`src/rtl/ann_layer_mac.sv`:
```
// Time-multiplexed fully-connected perceptron layer: N_OUT neurons of N_IN inputs sharing one signed fixed-point MAC.
// Optional macro ANN_SAT_EN: saturating product truncation and accumulation instead of wrap-around.
module ann_layer_mac #(
    parameter int unsigned W     = 32,
    parameter int unsigned FRAC  = 24,
    parameter int unsigned N_IN  = 2,
    parameter int unsigned N_OUT = 3,
    parameter int unsigned ACT   = 1,
    parameter int unsigned AW    = 8
) (
    input  logic                  clk,
    input  logic                  reset,
    input  logic                  in_valid,
    output logic                  in_ready,
    input  logic [N_IN*W-1:0]     in_x,
    output logic                  out_valid,
    input  logic                  out_ready,
    output logic [N_OUT*W-1:0]    out_y,
    input  logic                  wr_en,
    input  logic [AW-1:0]         wr_addr,
    input  logic [W-1:0]          wr_data,
    output logic                  busy
);

    localparam int unsigned NC   = N_OUT * (N_IN + 1);
    localparam int unsigned BASE = N_OUT * N_IN;
    localparam int unsigned CW   = (NC > 1) ? $clog2(NC) : 1;
    localparam int unsigned IW   = (N_IN > 1) ? $clog2(N_IN) : 1;
    localparam int unsigned JW   = (N_OUT > 1) ? $clog2(N_OUT) : 1;

    typedef enum logic [1:0] {IDLE, MAC, WRITE, DONE} state_t;

    state_t              state;
    state_t              state_nxt;
    logic signed [W-1:0] coef [NC];
    logic signed [W-1:0] xr   [N_IN];
    logic signed [W-1:0] acc;
    logic [IW-1:0]       idx;
    logic [JW-1:0]       j;

    logic [CW-1:0]         w_addr;
    logic [CW-1:0]         b_addr;
    logic                  wr_b0;
    logic signed [2*W-1:0] prod;
    logic signed [W-1:0]   p;
    logic signed [W-1:0]   acc_sum;
    logic signed [W-1:0]   y_act;

    // State register
    always_ff @(posedge clk or negedge reset) begin
        if (!reset) begin
            state <= IDLE;
        end else begin
            state <= state_nxt;
        end
    end

    // Next-state logic
    always_comb begin
        state_nxt = state;
        case (state)
            IDLE:    if (in_valid) state_nxt = MAC;
            MAC:     if (idx == IW'(N_IN - 1)) state_nxt = WRITE;
            WRITE:   state_nxt = (j == JW'(N_OUT - 1)) ? DONE : MAC;
            DONE:    if (out_ready) state_nxt = IDLE;
            default: state_nxt = IDLE;
        endcase
    end

    // Shared MAC datapath; a bias-0 write coinciding with the accept is forwarded into acc
    always_comb begin
        w_addr = CW'(j) * CW'(N_IN) + CW'(idx);
        b_addr = CW'(BASE) + CW'(j) + CW'(1);
        wr_b0  = wr_en && (wr_addr == AW'(BASE));
        prod   = $signed((2*W)'(xr[idx])) * $signed((2*W)'(coef[w_addr]));
        y_act  = ((ACT != 0) && acc[W-1]) ? '0 : acc;
    end

`ifdef ANN_SAT_EN
    localparam logic signed [W-1:0] SMAX = {1'b0, {(W-1){1'b1}}};
    localparam logic signed [W-1:0] SMIN = {1'b1, {(W-1){1'b0}}};

    logic signed [2*W-1:0] prod_sh;
    logic [W:0]            hi;
    logic [W:0]            sum_ext;

    // Clamp the shifted product and the running sum to the W-bit signed range
    always_comb begin
        prod_sh = prod >>> FRAC;
        hi      = prod_sh[2*W-1:W-1];
        if ((&hi) || !(|hi)) begin
            p = prod_sh[W-1:0];
        end else begin
            p = prod_sh[2*W-1] ? SMIN : SMAX;
        end
        sum_ext = {acc[W-1], acc} + {p[W-1], p};
        if (sum_ext[W] != sum_ext[W-1]) begin
            acc_sum = sum_ext[W] ? SMIN : SMAX;
        end else begin
            acc_sum = sum_ext[W-1:0];
        end
    end
`else
    always_comb begin
        p       = W'(prod >>> FRAC);
        acc_sum = acc + p;
    end
`endif

    // Coefficients, operand latch, accumulator, counters and registered outputs
    always_ff @(posedge clk or negedge reset) begin
        if (!reset) begin
            for (int unsigned k = 0; k < NC; k++) coef[k] <= '0;
            for (int unsigned i = 0; i < N_IN; i++) xr[i] <= '0;
            acc       <= '0;
            idx       <= '0;
            j         <= '0;
            out_y     <= '0;
            out_valid <= 1'b0;
            busy      <= 1'b0;
            in_ready  <= 1'b1;
        end else begin
            out_valid <= (state_nxt == DONE);
            busy      <= (state_nxt != IDLE);
            in_ready  <= (state_nxt == IDLE);
            case (state)
                IDLE: begin
                    for (int unsigned k = 0; k < NC; k++) begin
                        if (wr_en && (wr_addr == AW'(k))) coef[k] <= wr_data;
                    end
                    if (in_valid) begin
                        for (int unsigned i = 0; i < N_IN; i++) xr[i] <= in_x[i*W +: W];
                        acc <= wr_b0 ? wr_data : coef[CW'(BASE)];
                        idx <= '0;
                        j   <= '0;
                    end
                end
                MAC: begin
                    acc <= acc_sum;
                    idx <= idx + IW'(1);
                end
                WRITE: begin
                    for (int unsigned k = 0; k < N_OUT; k++) begin
                        if (j == JW'(k)) out_y[k*W +: W] <= y_act;
                    end
                    if (j != JW'(N_OUT - 1)) begin
                        j   <= j + JW'(1);
                        acc <= coef[b_addr];
                        idx <= '0;
                    end
                end
                default: ;
            endcase
        end
    end

endmodule

```
`config.mk`:
```
export PLATFORM = sky130hd
export DESIGN_NAME = ann_layer_mac
export DESIGN_NICKNAME = d
export VERILOG_FILES = /design/src/rtl/ann_layer_mac.sv
export SDC_FILE = /design/constraint.sdc
export NUM_CORES = 2
export LEC_CHECK = 0
export CAP_MARGIN = 10
export CORE_MARGIN = 2
export CORE_UTILIZATION = 44
export CTS_CLUSTER_DIAMETER = 100
export CTS_CLUSTER_SIZE = 14
export DETAILED_ROUTE_END_ITERATION = 10
export MAX_ROUTING_LAYER = met4
export PLACE_DENSITY = 0.65
export SYNTH_ARGS = -nofsm -noshare
export SYNTH_HDL_FRONTEND = slang
export SYNTH_SLANG_ARGS = --single-unit
```
`constraint.sdc`:
```
create_clock -name clk -period 16.1 [get_ports clk]
set_clock_uncertainty 0.15 [all_clocks]
set_input_delay 1.61 -clock clk [delete_from_list [all_inputs] [get_ports clk]]
set_output_delay 1.61 -clock clk [all_outputs]
set_load 0.02 [all_outputs]
```
==> flow_metrics.tcl <==
set metrics [dict create \
    drtPass1Iterations 5 \
    design_area_sq_um 60700 \
    yosysWarningCount 0 \
    rsz0062_at_grt "false" \
    drive_above_1_share 0.126 \
    grt_util_all_layers 0.283 \
    antenna_left 0 \
    synth.avg_cell_area_sq_um 10.3 \
    setup_viol_count_final 0 \
    async_reset_ff_frac 1.00 \
    crit_required_ns 16.48 \
    relSlewSlack 0.177 \
    cts_tree "done" \
    gp_congestion 0.985 \
    core_sq_um 125000 \
    die_y_microns 359 \
    cts.htree.levels 2 \
    post_cts_buffers 0 \
    fillers 11500 \
    synth-seq-cells 485 \
    yosys_most_used_dff "dfrtp_1" \
    crit_fanout 55 \
    port_buffers 204 \
    initial_core_util 0.443 \
    maxClockFrequency_mhz 78.1 \
    io_pins 208 \
    min_from "out_y[15]" \
    postCtsHoldBufs 0 \
    grt_max_degree 194 \
    critPathMaxStageDelay_ns 1.01 \
    post_drt_wl_per_cell_microns 24.6 \
    cts_made_buffers 42 \
    dieArea_sq_um 129000 \
    place_ws_ns 3.46 \
    root_buffer "clkbuf_16" \
    ys_top_cells_by_area "fa_1 35%, dfrtp_1 22%, mux2_2 8.0%" \
    startpoint_type "flop" \
    drv_cap 0 \
    synth_edf_count 0 \
    area_delta_synth_final_pct 9.24 \
    cpMostUsedCell "fa_1" \
    synth.distinct_cells 74 \
    multiInputGateArea_sq_um 39100 \
    arrival_ns 13.17 \
    startpoint "j[0]" \
    crit_path_end_kind "flop" \
    finalMaxSlewViolations 0 \
    grt-ovfl-total 0 \
    yosys.area.top_type "fa_1" \
    num_rows 130 \
    mappedNetlistArea_sq_um 55600 \
    synth_top_area_frac 0.354 \
    cts.sinks 485 \
    period_share 0.795 \
    route.detailed.drc 0 \
    setup_ws_ns 3.30 \
    dpl_cell_area_sq_um 59400 \
    layout_common_cells "983 x fa_1, 896 x inv_1, 672 x nand2_1" \
    crit_type "flop to flop" \
    cp_slowest_cell "dfrtp_4" \
    tns_ns 0 \
    mostFrequentLayoutCell "fa_1" \
    ys_seq_area_frac 0.218 \
    antenna_found_initial 10 \
    finalCriticalPeriod_ns 12.80 \
    status "finished, final reports clean" \
    clk_latency_ns 0.63 \
    vias 40200 \
    nNetsFinal 6723 \
    ctsResizeCount 0 \
    path_buf_inv 6 \
    die_w_microns 359 \
    first_iter_violations 3673 \
    hold_violations 0 \
    seqCellArea_sq_um 12100 \
    vias_per_cell 5.67 \
    clk_path_buf_depth 3 \
    hold_class "flop to flop" \
    clk_pin_slew_worst_paths_ns 0.07 \
    grt_pass1_wl_mm 267 \
    synthCells 5384 \
    r2r_start "j[0]" \
    dp_hpwl_mm 134 \
    worst_pin_slew_ns 1.23 \
    grt_pass1_vias 42700 \
    critPathTopFamily "adder cells" \
    wirelength_mm 174 \
]
## sequential cells by signal (all words and copies together), names as in the netlist
signal / count
coef: 288
out_y: 93
xr: 64
acc: 32
j: 2
state: 2
busy: 1
idx: 1
in_ready: 1
out_valid: 1
## synth_stat cells, drive strengths merged (59+ instances only)
master / number
nor2: 551
ha: 211
mux2: 395
a21oi: 89
nand2b: 60
o21ai: 149
buf: 66
xnor2: 61
fa: 983
clkbuf: 240
inv: 896
nand2: 679
mux4: 84
a21o: 59
mux2i: 73
dfrtp: 484
## layer usage
layer,part of all wire,vias up,GRT usage
met2,0.45,1955,0.423
met4,0.043,0,0.105
li1,-,16800,-
met1,0.40,21100,0.376
met3,0.11,349,0.0681
met5,0,-,-
## kinds of logic (layout without fill, tap and decap cells)
logic type / Yosys count / after routing / share of synthesized area
XOR/XNOR: 79 / 79 / 0.0125
other: 1 / 13 / 0.0000675
multiplexers: 552 / 552 / 0.127
AND/OR/NAND/NOR: 1410 / 1410 / 0.103
buffers and inverters: 1204 / 1245 / 0.0830
adder cells (fa/ha/maj): 1194 / 1194 / 0.402
AO/OA/AOI/OAI: 459 / 459 / 0.0534
flip-flops: 485 / 485 / 0.218
## worst register-to-register path, delay by kind of cell (launching register included)
| family | cells | cell delay (ns) |
|---|---|---|
| DFF | 1 | 1.01 |
| adders and majority gates | 10 | 4.52 |
| and+or+nand+nor | 10 | 2.33 |
| buffers and inverters | 6 | 1.01 |
| muxes | 1 | 0.36 |
| AOI/OAI and AO/OA | 10 | 2.90 |
| xor gates and xnor gates | 3 | 0.45 |
## final timing paths
path                              to  slack (ns)  cells past startpoint
setup / recovery             acc[31]        3.30                     40
hold / removal             out_y[15]        0.33                      2
setup reg to reg             acc[31]        3.30                     40
hold reg to reg            out_y[15]        0.33                      2
max in group asynchronous      xr[4]       11.86                      4
min in group asynchronous  coef[287]        0.82                      1
## per-stage QoR
step	instances	hold WS [ns]	util
floorplan	5386	0.325	-
global placement	7024	0.312	0.474
detailed placement	7024	0.319	0.474
CTS	7075	0.334	0.483
global route	7084	0.349	0.484
finish	7087	0.331	0.484
## layout make-up
class	instances	share of cell area
Clock inverter	6	0.00159
Clock buffer	45	0.0179
Timing Repair Buffer	296	0.0457
Antenna cell	10	0.000412
Tap cell	1650	0.0340
Inverter	898	0.0555
Sequential cell	485	0.200
Multi-Input combinational cell	3697	0.645
Power is left out: the tool's default activity adds up to more than one toggle a clock period on the data nets, which glitch-free logic cannot reach.
